--- src/rtl/mem_access_pkg.sv ---
// Shared definitions for the memory access unit.
//   DEF_DATA_W / DEF_ADDR_W : default memory data and address widths
//   WIDE_W                  : width of a wide (two-byte) access
//   mau_state_e             : sequencer states
//   is_byte_phase()         : true while the unit is driving a memory byte
package mem_access_pkg;

  localparam int DEF_DATA_W = 8;
  localparam int DEF_ADDR_W = 8;
  localparam int WIDE_W     = 2 * DEF_DATA_W;

  typedef enum logic [1:0] {
    IDLE  = 2'd0,
    BYTE0 = 2'd1,
    BYTE1 = 2'd2,
    RESP  = 2'd3
  } mau_state_e;

  function automatic logic is_byte_phase(input mau_state_e s);
    return (s == BYTE0) || (s == BYTE1);
  endfunction

endpackage

--- src/rtl/mem_access_unit.sv ---
// Initiator for the 8-bit single-port data memory. Accepts byte or 16-bit
// little-endian load/store requests over valid/ready, splits a wide access
// into two sequential byte accesses and returns a one-cycle response pulse.
//
// Ports:
//   clk, rst_n            clock, synchronous active-low reset
//   req_valid/req_ready   request handshake (ready only in IDLE, out of reset)
//   req_we, req_wide      store / 16-bit access selects
//   req_addr, req_wdata   byte address (low byte for wide), store data
//   rsp_valid, rsp_rdata  completion pulse, zero-extended load data
//   mem_we, mem_addr,     memory port; mem_out is combinational from mem_addr
//   mem_in, mem_out
//
// state | meaning
// ------+---------------------------------------------------------------
// IDLE  | ready for a request; memory port holds last driven address/data
// BYTE0 | access low byte at addr
// BYTE1 | access high byte at addr+1 (wraps), wide accesses only
// RESP  | rsp_valid pulse with collected read data
module mem_access_unit
  import mem_access_pkg::*;
#(
  parameter int DATA_W = DEF_DATA_W,
  parameter int ADDR_W = DEF_ADDR_W
) (
  input  logic                  clk,
  input  logic                  rst_n,
  input  logic                  req_valid,
  output logic                  req_ready,
  input  logic                  req_we,
  input  logic                  req_wide,
  input  logic [ADDR_W-1:0]     req_addr,
  input  logic [2*DATA_W-1:0]   req_wdata,
  output logic                  rsp_valid,
  output logic [2*DATA_W-1:0]   rsp_rdata,
  output logic                  mem_we,
  output logic [ADDR_W-1:0]     mem_addr,
  output logic [DATA_W-1:0]     mem_in,
  input  logic [DATA_W-1:0]     mem_out
);

  localparam int WORD_W = 2 * DATA_W;

  mau_state_e          state_q, state_d;
  logic                we_q, we_d;
  logic                wide_q, wide_d;
  logic [ADDR_W-1:0]   addr_q, addr_d;
  logic [WORD_W-1:0]   wdata_q, wdata_d;
  logic [WORD_W-1:0]   rdata_q, rdata_d;
  // Last values driven onto the memory port, held through IDLE/RESP.
  logic [ADDR_W-1:0]   drv_addr_q, drv_addr_d;
  logic [DATA_W-1:0]   drv_in_q, drv_in_d;

  always_ff @(posedge clk) begin
    if (!rst_n) begin
      state_q    <= IDLE;
      we_q       <= 1'b0;
      wide_q     <= 1'b0;
      addr_q     <= '0;
      wdata_q    <= '0;
      rdata_q    <= '0;
      drv_addr_q <= '0;
      drv_in_q   <= '0;
    end else begin
      state_q    <= state_d;
      we_q       <= we_d;
      wide_q     <= wide_d;
      addr_q     <= addr_d;
      wdata_q    <= wdata_d;
      rdata_q    <= rdata_d;
      drv_addr_q <= drv_addr_d;
      drv_in_q   <= drv_in_d;
    end
  end

  always_comb begin
    state_d    = state_q;
    we_d       = we_q;
    wide_d     = wide_q;
    addr_d     = addr_q;
    wdata_d    = wdata_q;
    rdata_d    = rdata_q;
    drv_addr_d = drv_addr_q;
    drv_in_d   = drv_in_q;

    case (state_q)
      IDLE: begin
        if (req_valid && req_ready) begin
          we_d    = req_we;
          wide_d  = req_wide;
          addr_d  = req_addr;
          wdata_d = req_wdata;
          rdata_d = '0;
          state_d = BYTE0;
        end
      end
      BYTE0: begin
        drv_addr_d = addr_q;
        drv_in_d   = wdata_q[DATA_W-1:0];
        if (!we_q) begin
          rdata_d[DATA_W-1:0] = mem_out;
        end
        state_d = wide_q ? BYTE1 : RESP;
      end
      BYTE1: begin
        // Address arithmetic wraps modulo 2^ADDR_W.
        drv_addr_d = addr_q + ADDR_W'(1);
        drv_in_d   = wdata_q[WORD_W-1:DATA_W];
        if (!we_q) begin
          rdata_d[WORD_W-1:DATA_W] = mem_out;
        end
        state_d = RESP;
      end
      RESP: begin
        state_d = IDLE;
      end
      default: begin
        state_d = IDLE;
      end
    endcase
  end

  // Every output is forced quiet while rst_n is low so an access aborted by
  // reset cannot complete its current write or raise a response.
  assign req_ready = rst_n && (state_q == IDLE);
  assign mem_we    = rst_n && we_q && is_byte_phase(state_q);
  assign mem_addr  = rst_n ? drv_addr_d : '0;
  assign mem_in    = rst_n ? drv_in_d : '0;
  assign rsp_valid = rst_n && (state_q == RESP);
  assign rsp_rdata = rst_n ? rdata_q : '0;

endmodule

--- config.mk ---
export PLATFORM = sky130hd
export DESIGN_NAME = mem_access_unit
export DESIGN_NICKNAME = d
export VERILOG_FILES = /design/src/rtl/mem_access_pkg.sv /design/src/rtl/mem_access_unit.sv
export SDC_FILE = /design/constraint.sdc
export NUM_CORES = 1
export LEC_CHECK = 0
export ABC_AREA = 1
export ABC_CLOCK_PERIOD_IN_PS = 2320
export CAP_MARGIN = 20
export CORE_MARGIN = 4
export CORE_UTILIZATION = 48
export DETAILED_ROUTE_END_ITERATION = 8
export GPL_ROUTABILITY_DRIVEN = 1
export PLACE_DENSITY = 0.79
export REMOVE_ABC_BUFFERS = 1
export SYNTH_ARGS = -nofsm -noshare
export SYNTH_HDL_FRONTEND = slang
export SYNTH_SLANG_ARGS = --single-unit
--- constraint.sdc ---
create_clock -name clk -period 2.32 [get_ports clk]
set_input_delay 0.464 -clock clk [delete_from_list [all_inputs] [get_ports clk]]
set_output_delay 0.464 -clock clk [all_outputs]
set_load 0.02 [all_outputs]
==> run metrics <==
gr usage total=between 20% and 30%; TritonCTS Buffers=9; YS warnings=0; total grt overflow=0; CTS Hold Buffers Added=0; DP Area=between 0.003 and 0.004 mm2; Seq cells post-synth=60; placed cells=between 500 and 600; area leader, netlist=dfxtp_1; vias in the first global route=~2,700; post-route antenna net violation count=0; 1st-pass router iterations=4; Fin Hold WS=472.2 ps; drt drc=0; Worst setup EP type=output pin; pin count of the biggest net entering global routing=31; Port Buffer Count=71; die footprint=0.006863 mm2; final cell count without fillers=approximately 540; top cell type's share of synthesized area=44.67%; Slew HR=75.19%; most frequent cells in the layout=89 x nand2_1, 61 x inv_1, 58 x dfxtp_1; WL final=approximately 7300 um; worst vdd rail ir drop=about 0.00090 V; RSZ-0062 raised after global routing=true; Yosys cell types=22; critical path fanouts, max=8; CTS root buffer=clkbuf_8; HPWL Detailed=between 5000 and 6000 um; Area contributors post-synth=dfxtp_1 45%, nand2_1 12%, o31ai_1 9.5%; Clk Latency, worst-skew pair=~340 ps; Worst R2R Path Depth=7; Syn Area/Cell=7.327 um2; first-pass GRT wire length=12,020 um; Required @ worst endpoint=1860 ps; Final period util=a little over nine tenths; Post-Syn Instances=around 370; Vias/cell=roughly 5; RD Place Congestion=0.8246; max frequency=between 400 and 500 MHz; H-tree depth=3; routed len/inst=13.51 um; diode count=0; clk slew on worst S/H paths=approximately 60 ps; Hold Crit Depth=2; CTS tree=done; Worst-Margin Slew=about 370 ps; initial antenna violation count=0; status=finished, final reports clean; DR iter-0 viols=~170; startpoint types=input pin; Worst Hold Class=flop to flop; # clock sinks=60; proportion of layout cells with a drive suffix above 1=slightly above 20%; Seq/Total Area, Yosys=44.67%; Finish-stage setup viols=0; Clock Path Buffers=2; num rows=26; CP Class=input pin to output pin; Via Count=between 2,000 and 3,000; Max-Cap Viols=0; nets=approximately 510; Static Leakage=~0.0018 uW; CP Data Arrival Time=1820 ps; clk_skew=approximately 4.7 ps; post-layout util=between 70% and 80%; fin. max-slew vios=0; Starting Density=between 50% and 60%; core area=about 0.0053 mm2; Die X=between 80 and 90 um; Final Critical Period=~2300 ps; final instance area=around 0.0039 mm2; Die H=about 83 um; final hold vios=0; most common cell after layout, fill and taps aside=nand2_1; Power Density=~1100 mW/mm2; area grow syn2layout=43.37%; Post-Synthesis Cell Area=between 0.002 and 0.003 mm2; IO Pins=72
cell type report:
class	instances	area (um2)
sequential	60	1204
fill	430	1415
multi-input combinational	222	1191
tap	70	87.58
clock buffer	12	165.2
clock inverter	2	10.01
timing repair buffer	111	949.7
inverter	65	247.7
power breakdown:
part           internal [uW]  switching, uW
logic                    807           1240
clock network            459            381
registers               1280           89.2
total                   2540           1710
worst paths after layout:
| check | start | to | slack (ps) |
|---|---|---|---|
| worst min register to register | wdata_q[10] | wdata_q[10] | 470 |
| worst max register to register | state_q[1] | rdata_q[2] | 670 |
| worst min-delay path | wdata_q[10] | wdata_q[10] | 470 |
| worst max-delay path | rst_n | mem_we | 30 |
registers in the layout, summed over array words and instances, names as in the netlist:
register	flops
wdata_q	16
addr_q	8
drv_addr_q	8
wide_q	1
drv_in_q	8
state_q	2
rdata_q	16
we_q	1
stage by stage:
step	total power, uW	setup WS [ps]	TNS, ps
3_3_place_gp	3336	-281.4	-6658
4_1_cts	4188	2.490	0
2_1_floorplan	2439	-71.55	-106.2
5_1_grt	4541	-5.702	-17.28
6_report	4252	33.95	0
3_5_place_dp	3393	-284.2	-6998
Yosys cell counts (all sizes together):
library cell  count
a21oi            16
buf              15
clkbuf            5
clkinv            2
dfxtp            60
ha                6
inv              63
nand2            91
nand3             5
nand4             1
nor2             30
o21ai            27
o22ai             8
o31ai            38
layer usage:
layer,share of wire [%],track usage (%)
met1,42,23.21
met2,51,38.27
met3,4.1,7.129
met4,2.9,8.618
met5,0,0
worst max-delay path, cell delays in order:
cell             delay, ps
clkdlybuf4s50_1        550
buf_4                  170
buf_4                  150
nand2_1                 80
nor2_1                  80
clkdlybuf4s15_1        320
timing repair:
| action | in CTS | in global routing |
|---|---|---|
| gates resized for setup | 90 | 37 |
| setup buffers | 0 | 1 |
| pin swaps | 0 | 3 |
| endpoints found under the setup margin | 35 | 25 |
cells by family (layout without fill, tap and decap cells):
group	count (synthesis)	in the layout	synth area share, %
adder cells (fa/ha/maj)	6	6	2.792
AND/OR/NAND/NOR	127	127	18.33
AO/OA/AOI/OAI	89	89	21.64
flip-flops	60	60	44.67
buffers and inverters	85	190	12.56
Power figures use the tool's default switching activity.
